## config.mk

```make
export PLATFORM = sky130hd
export DESIGN_NAME = instr_decode_stage_flat
export DESIGN_NICKNAME = d
export VERILOG_FILES = /design/src/rtl/instr_decode_stage_if.sv /design/src/rtl/instr_decode_stage.sv /design/src/flat_wrapper.sv
export SDC_FILE = /design/constraint.sdc
export NUM_CORES = 1
export LEC_CHECK = 0
export CORE_ASPECT_RATIO = 0.7
export CORE_UTILIZATION = 55
export CTS_CLUSTER_SIZE = 40
export DETAILED_ROUTE_END_ITERATION = 6
export GPL_TIMING_DRIVEN = 1
export PLACE_DENSITY_LB_ADDON = 0.15
export SETUP_SLACK_MARGIN = 0.05
export SKIP_CTS_REPAIR_TIMING = 1
export SYNTH_ARGS = -nofsm -noshare
export SYNTH_HDL_FRONTEND = slang
export SYNTH_SLANG_ARGS = --single-unit
```

## constraint.sdc

```tcl
create_clock -name clk -period 31.3 [get_ports clk]
set_clock_uncertainty 0.1 [all_clocks]
set_input_delay 6.26 -clock clk [delete_from_list [all_inputs] [get_ports clk]]
set_output_delay 6.26 -clock clk [all_outputs]
set_load 0.03 [all_outputs]
```

## src/rtl/instr_decode_stage_if.sv

```systemverilog
// Fetch-to-decode handshake bundle: instruction/PC in, decoded fields out.
// The slave modport belongs to the decode stage, the master to whoever drives fetch and consumes results.
interface instr_decode_stage_if #(
  parameter int PC_WIDTH = 32
);
  logic                flush;
  logic                in_valid;
  logic                in_ready;
  logic [31:0]         in_instr;
  logic [PC_WIDTH-1:0] in_pc;
  logic                out_valid;
  logic                out_ready;
  logic [PC_WIDTH-1:0] out_pc;
  logic [6:0]          out_opcode;
  logic [4:0]          out_rd;
  logic [4:0]          out_rs1;
  logic [4:0]          out_rs2;
  logic [2:0]          out_funct3;
  logic                out_funct7_5;
  logic [19:0]         out_imm_field;
  logic                out_ext_op;
  logic                out_unsigned_op;
  logic [1:0]          out_imm_shift;
  logic                out_illegal;

  modport master (
    output flush, in_valid, in_instr, in_pc, out_ready,
    input  in_ready, out_valid, out_pc, out_opcode, out_rd, out_rs1, out_rs2,
           out_funct3, out_funct7_5, out_imm_field, out_ext_op, out_unsigned_op,
           out_imm_shift, out_illegal
  );

  modport slave (
    input  flush, in_valid, in_instr, in_pc, out_ready,
    output in_ready, out_valid, out_pc, out_opcode, out_rd, out_rs1, out_rs2,
           out_funct3, out_funct7_5, out_imm_field, out_ext_op, out_unsigned_op,
           out_imm_shift, out_illegal
  );
endinterface

```

## src/rtl/instr_decode_stage.sv

```systemverilog
// RV32I decode stage with a 2-entry skid buffer feeding the immediate extender.
// The decoded result is registered in main (visible) or skid (overflow) so in_ready can be a flop.
module instr_decode_stage #(
  parameter int PC_WIDTH = 32
) (
  input  logic                 clk,
  input  logic                 rst,
  instr_decode_stage_if.slave  bus
);

  typedef struct packed {
    logic [PC_WIDTH-1:0] pc;
    logic [6:0]          opcode;
    logic [4:0]          rd;
    logic [4:0]          rs1;
    logic [4:0]          rs2;
    logic [2:0]          funct3;
    logic                funct7_5;
    logic [19:0]         imm_field;
    logic                ext_op;
    logic                unsigned_op;
    logic [1:0]          imm_shift;
    logic                illegal;
  } entry_t;

  typedef enum logic [1:0] {EMPTY, ONE, TWO} state_t;

  function automatic entry_t decode(input logic [31:0] i, input logic [PC_WIDTH-1:0] pc);
    entry_t e;
    e          = '0;
    e.pc       = pc;
    e.opcode   = i[6:0];
    e.rd       = i[11:7];
    e.rs1      = i[19:15];
    e.rs2      = i[24:20];
    e.funct3   = i[14:12];
    e.funct7_5 = i[30];
    case (i[6:0])
      7'b0110111, 7'b0010111: begin
        e.imm_field = i[31:12];
        e.ext_op    = 1'b1;
        e.imm_shift = 2'b10;
      end
      7'b1101111: begin
        e.imm_field = {i[31], i[19:12], i[20], i[30:21]};
        e.ext_op    = 1'b1;
        e.imm_shift = 2'b01;
      end
      7'b1100111, 7'b0000011, 7'b0010011: e.imm_field = {8'b0, i[31:20]};
      7'b0100011: e.imm_field = {8'b0, i[31:25], i[11:7]};
      7'b1100011: begin
        e.imm_field = {8'b0, i[31], i[7], i[30:25], i[11:8]};
        e.imm_shift = 2'b01;
      end
      7'b1110011: begin
        // Only the CSR-immediate forms carry a zimm; other SYSTEM ops have no immediate.
        if (i[14]) begin
          e.imm_field   = {15'b0, i[19:15]};
          e.unsigned_op = 1'b1;
        end
      end
      7'b0110011, 7'b0001111: ;
      default: e.illegal = 1'b1;
    endcase
    return e;
  endfunction

  state_t state, state_next;
  logic   ready_p1;
  logic   load_main, load_skid, move_skid;
  logic   in_xfer, out_xfer, vld_p1;
  entry_t dec_p0, main_p1, skid_p1;

  // ---- stage 0: combinational decode and buffer control ----
  assign dec_p0   = decode(bus.in_instr, bus.in_pc);
  assign vld_p1   = (state != EMPTY);
  assign in_xfer  = bus.in_valid & ready_p1;
  assign out_xfer = vld_p1 & bus.out_ready;

  always_comb begin
    state_next = state;
    load_main  = 1'b0;
    load_skid  = 1'b0;
    move_skid  = 1'b0;
    if (bus.flush) begin
      state_next = EMPTY;
    end else begin
      case (state)
        EMPTY: if (in_xfer) begin
          load_main  = 1'b1;
          state_next = ONE;
        end
        ONE: begin
          if (in_xfer && !out_xfer) begin
            load_skid  = 1'b1;
            state_next = TWO;
          end else if (in_xfer && out_xfer) begin
            load_main  = 1'b1;
          end else if (out_xfer) begin
            state_next = EMPTY;
          end
        end
        TWO: if (out_xfer) begin
          move_skid  = 1'b1;
          state_next = ONE;
        end
        default: state_next = EMPTY;
      endcase
    end
  end

  always_ff @(posedge clk) begin
    if (rst) begin
      state    <= EMPTY;
      ready_p1 <= 1'b1;
    end else begin
      state    <= state_next;
      ready_p1 <= (state_next != TWO);
    end
  end

  // ---- stage 1: main/skid entry registers ----
  always_ff @(posedge clk) begin
    if (rst) begin
      main_p1 <= '0;
    end else if (load_main) begin
      main_p1 <= dec_p0;
    end else if (move_skid) begin
      main_p1 <= skid_p1;
    end
  end

  always_ff @(posedge clk) begin
    if (load_skid) skid_p1 <= dec_p0;
  end

  assign bus.in_ready        = ready_p1;
  assign bus.out_valid       = vld_p1;
  assign bus.out_pc          = main_p1.pc;
  assign bus.out_opcode      = main_p1.opcode;
  assign bus.out_rd          = main_p1.rd;
  assign bus.out_rs1         = main_p1.rs1;
  assign bus.out_rs2         = main_p1.rs2;
  assign bus.out_funct3      = main_p1.funct3;
  assign bus.out_funct7_5    = main_p1.funct7_5;
  assign bus.out_imm_field   = main_p1.imm_field;
  assign bus.out_ext_op      = main_p1.ext_op;
  assign bus.out_unsigned_op = main_p1.unsigned_op;
  assign bus.out_imm_shift   = main_p1.imm_shift;
  assign bus.out_illegal     = main_p1.illegal;

endmodule

```

## src/flat_wrapper.sv

```systemverilog
// flat-port wrapper written by rule: the top's interface ports become plain ports
module instr_decode_stage_flat 
#(
  parameter int PC_WIDTH = 32
)
  (clk, rst, bus_flush, bus_in_valid, bus_in_instr, bus_in_pc, bus_out_ready, bus_in_ready, bus_out_valid, bus_out_pc, bus_out_opcode, bus_out_rd, bus_out_rs1, bus_out_rs2, bus_out_funct3, bus_out_funct7_5, bus_out_imm_field, bus_out_ext_op, bus_out_unsigned_op, bus_out_imm_shift, bus_out_illegal);
  instr_decode_stage_if #(.PC_WIDTH(PC_WIDTH)) bus_i ();
  input  logic clk;
  input  logic rst;
  input wire logic [$bits(bus_i.flush)-1:0] bus_flush;
  input wire logic [$bits(bus_i.in_valid)-1:0] bus_in_valid;
  input wire logic [$bits(bus_i.in_instr)-1:0] bus_in_instr;
  input wire logic [$bits(bus_i.in_pc)-1:0] bus_in_pc;
  input wire logic [$bits(bus_i.out_ready)-1:0] bus_out_ready;
  output wire logic [$bits(bus_i.in_ready)-1:0] bus_in_ready;
  output wire logic [$bits(bus_i.out_valid)-1:0] bus_out_valid;
  output wire logic [$bits(bus_i.out_pc)-1:0] bus_out_pc;
  output wire logic [$bits(bus_i.out_opcode)-1:0] bus_out_opcode;
  output wire logic [$bits(bus_i.out_rd)-1:0] bus_out_rd;
  output wire logic [$bits(bus_i.out_rs1)-1:0] bus_out_rs1;
  output wire logic [$bits(bus_i.out_rs2)-1:0] bus_out_rs2;
  output wire logic [$bits(bus_i.out_funct3)-1:0] bus_out_funct3;
  output wire logic [$bits(bus_i.out_funct7_5)-1:0] bus_out_funct7_5;
  output wire logic [$bits(bus_i.out_imm_field)-1:0] bus_out_imm_field;
  output wire logic [$bits(bus_i.out_ext_op)-1:0] bus_out_ext_op;
  output wire logic [$bits(bus_i.out_unsigned_op)-1:0] bus_out_unsigned_op;
  output wire logic [$bits(bus_i.out_imm_shift)-1:0] bus_out_imm_shift;
  output wire logic [$bits(bus_i.out_illegal)-1:0] bus_out_illegal;
  assign bus_i.flush = bus_flush;
  assign bus_i.in_valid = bus_in_valid;
  assign bus_i.in_instr = bus_in_instr;
  assign bus_i.in_pc = bus_in_pc;
  assign bus_i.out_ready = bus_out_ready;
  assign bus_in_ready = bus_i.in_ready;
  assign bus_out_valid = bus_i.out_valid;
  assign bus_out_pc = bus_i.out_pc;
  assign bus_out_opcode = bus_i.out_opcode;
  assign bus_out_rd = bus_i.out_rd;
  assign bus_out_rs1 = bus_i.out_rs1;
  assign bus_out_rs2 = bus_i.out_rs2;
  assign bus_out_funct3 = bus_i.out_funct3;
  assign bus_out_funct7_5 = bus_i.out_funct7_5;
  assign bus_out_imm_field = bus_i.out_imm_field;
  assign bus_out_ext_op = bus_i.out_ext_op;
  assign bus_out_unsigned_op = bus_i.out_unsigned_op;
  assign bus_out_imm_shift = bus_i.out_imm_shift;
  assign bus_out_illegal = bus_i.out_illegal;
  instr_decode_stage #(.PC_WIDTH(PC_WIDTH)) u_core (.clk(clk), .rst(rst), .bus(bus_i));
endmodule
```

==> results_dict.tcl <==
set metrics [dict create \
    status "finished clean" \
    critPathLaunchType "primary input" \
    cts_buffers 17 \
    rows 34 \
    synth_ff_type "dfxtp_1" \
    synth_area_um2 7099 \
    gp_congestion 0.9248 \
    slew_viol_final 0 \
    io_buffers 153 \
    timing.critical_path.cells "clkdlybuf4s50_1 -> nor2b_1 -> or4_4 -> buf_4 -> nor2_1 -> a311oi_1" \
    p_clk_frac 0.390 \
    min_period_ns 8.902 \
    yosys.area.top_type_share 0.3511 \
    fin_nets 857 \
    end_kind "register" \
    synthMostInstantiatedCell "nand2_1" \
    cp_slowest_stage_delay_ns 0.87 \
    clkSlewWorstSetupHoldPaths_ns 0.06 \
    grt_max_degree 101 \
    dp_hpwl_mm 11.22 \
    synth_seq_cells 169 \
    min_path_type "reg2reg" \
    tightest_slew_ns 1.132 \
    max_freq_ghz 0.1123 \
    pin_count 154 \
    p_switching_mw 0.1307 \
    routedWlPerCell_um 19.31 \
    fp.dieArea_um2 13370 \
    clock_path_buffers 2 \
    worstPathMaxFanout 100 \
    worstPathArrival_ns 9.12 \
    setup-violations-final 0 \
    grt_usage 0.2864 \
    yosys_warnings 0 \
    chipHeight_um 97.06 \
    slew_headroom 0.2453 \
    async_flop_share 0 \
    drc 0 \
    synth_common_cells "170 x nand2_1, 86 x dfxtp_1, 83 x edfxtp_1, 59 x nor2_1, 52 x a311oi_1" \
    finalSetupTns_ns 0 \
    dpl_worst_slack_ns 22.07 \
    power_density_nw_per_um2 55.48 \
    min_period_over_period 0.2844 \
    ys_seq_area_frac 0.5936 \
    max_cap_viol_count 0 \
    critPathKind "in2reg" \
    crit_required_ns 31.51 \
    intPower_mw 0.3772 \
    first_global_vias 5628 \
    synth_cell_types 55 \
    ys_top_cells_by_area "edfxtp_1 35%, dfxtp_1 24%, nand2_1 9.0%, a311oi_1 6.4%, nor2_1 3.1%" \
    p_leak_nw 3.113 \
    grt_setup_unrepaired "false" \
    die_w_um 137.8 \
    stdcell_area_um2 9154 \
    avgSynthCellArea_um2 10.63 \
    grt_pass1_wl_mm 29.39 \
    firstDrtPassIters 6 \
    cts.sinks 169 \
    syn_to_final_growth_pct 28.94 \
    slowest_stage "buf_4" \
    place_area_um2 8602 \
    htreeDepth 4 \
    clockRootBuffer "clkbuf_16" \
    fin_ws_ns 22.40 \
    seq_power_share 0.480 \
    fin_util 0.7319 \
    finalHoldViolations 0 \
    drt-initial-drc-count 623 \
    drive_above_1_share 0.09114 \
    synth_edf_count 83 \
    cts_tree "done" \
    ant_nets 0 \
    antenna_found_initial 0 \
    sw_frac_of_total 0.2573 \
    n_antenna_cell 0 \
    nFillCells 880 \
    gr-total-overflow 0 \
    ir_drop_v 0.00004379 \
    synth_nets 737 \
    initial_core_util 0.5676 \
    core_um2 12510 \
    route.vias.total 5950 \
    syn-instance-count 668 \
    vias_per_cell 6.179 \
    wl_mm 18.60 \
    synth_top_area_cell "edfxtp_1" \
    clock_latency_ns 0.42 \
    combPwrFrac 0.130 \
]
==> power by group through the flow <==
stage	registers (mW)	clock network, mW	logic (mW)
after floorplan	0.262	0	0.0221
after global placement	0.248	0	0.0639
after detailed placement	0.249	0	0.0652
after CTS	0.244	0.200	0.0658
after global routing	0.245	0.209	0.0698
final	0.244	0.198	0.0661
==> sequential cells by signal, indices dropped and copies added, names as in the netlist <==
signal	count
u_core.bus.in_ready	1
u_core.bus.out_ext_op	1
u_core.bus.out_funct3	3
u_core.bus.out_funct7_5	1
u_core.bus.out_illegal	1
u_core.bus.out_imm_field	20
u_core.bus.out_imm_shift	2
u_core.bus.out_opcode	7
u_core.bus.out_pc	32
u_core.bus.out_rd	5
u_core.bus.out_rs1	5
u_core.bus.out_rs2	5
u_core.bus.out_unsigned_op	1
u_core.skid_p1	83
u_core.state	2
==> layout make-up <==
cell class | count | area, um2 | share of cell area
Inverter | 11 | 41.29 | 0.004511
Clock buffer | 18 | 429.2 | 0.04688
Sequential cell | 169 | 4214 | 0.4604
Tap cell | 162 | 202.7 | 0.02214
Timing Repair Buffer | 159 | 1574 | 0.1720
Clock inverter | 14 | 122.6 | 0.01340
Multi-Input combinational cell | 430 | 2570 | 0.2808
==> metal layers <==
layer | up-vias | part of all wire | GRT usage
met5 | - | 0 | 0
li1 | 2715 | - | -
met4 | 0 | 0.019 | 0.1037
met2 | 363 | 0.45 | 0.4217
met3 | 33 | 0.099 | 0.05269
met1 | 2839 | 0.43 | 0.4214
==> cells in the final DEF (no fill, tap or decap), drive strengths merged, types with 2 or more instances in the layout <==
| cell | count |
|---|---|
| nand2 | 170 |
| clkdlybuf4s50 | 152 |
| dfxtp | 86 |
| edfxtp | 83 |
| a311oi | 65 |
| nor2 | 59 |
| clkbuf | 18 |
| inv | 14 |
| a21oi | 11 |
| nand3 | 11 |
| a31o | 11 |
| a221oi | 10 |
| a31oi | 9 |
| nor4 | 9 |
| nor3 | 8 |
| a22o | 7 |
| buf | 7 |
| clkinv | 7 |
| mux2i | 6 |
| a222oi | 5 |
| nor2b | 4 |
| a22oi | 4 |
| o21a | 3 |
| clkinvlp | 3 |
| nand3b | 2 |
| a221o | 2 |
| a211oi | 2 |
| mux2 | 2 |
| o21ai | 2 |
| a32oi | 2 |
| or2 | 2 |
| and2 | 2 |
| a41oi | 2 |
==> logic make-up after synthesis <==
group                     count (synthesis)  share of synthesized area
xor gates and xnor gates                  1                   0.001234
buffers and inverters                    69                    0.05058
and+or+nand+nor                         279                     0.1671
muxes                                     8                    0.01163
AOI/OAI and AO/OA                       142                     0.1759
DFF                                     169                     0.5936
==> through the flow <==
step | power, mW | hold WS [ns] | cells
after floorplan | 0.2840 | 0.3770 | 668
after global placement | 0.3121 | 0.3597 | 931
after detailed placement | 0.3138 | 0.3593 | 931
after CTS | 0.5101 | 0.3813 | 963
after global routing | 0.5239 | 0.4033 | 963
final | 0.5079 | 0.3804 | 963
==> worst paths after layout <==
check	startpoint	end	slack [ns]	cells after the start
max reg2reg	u_core.state[0]	u_core.bus.out_opcode[1]	28.29	5
min	u_core.bus.out_ext_op	u_core.bus.out_ext_op	0.38	2
max	bus_out_ready	u_core.bus.out_opcode[1]	22.40	6
min reg2reg	u_core.bus.out_ext_op	u_core.bus.out_ext_op	0.38	2
==> worst max-delay path: cells and delay by family <==
kind	cells	cell delay, ns
buf+inv	2	1.41
simple gates	3	0.99
compound gates	1	0.31
(Power assumes the default switching activity.)
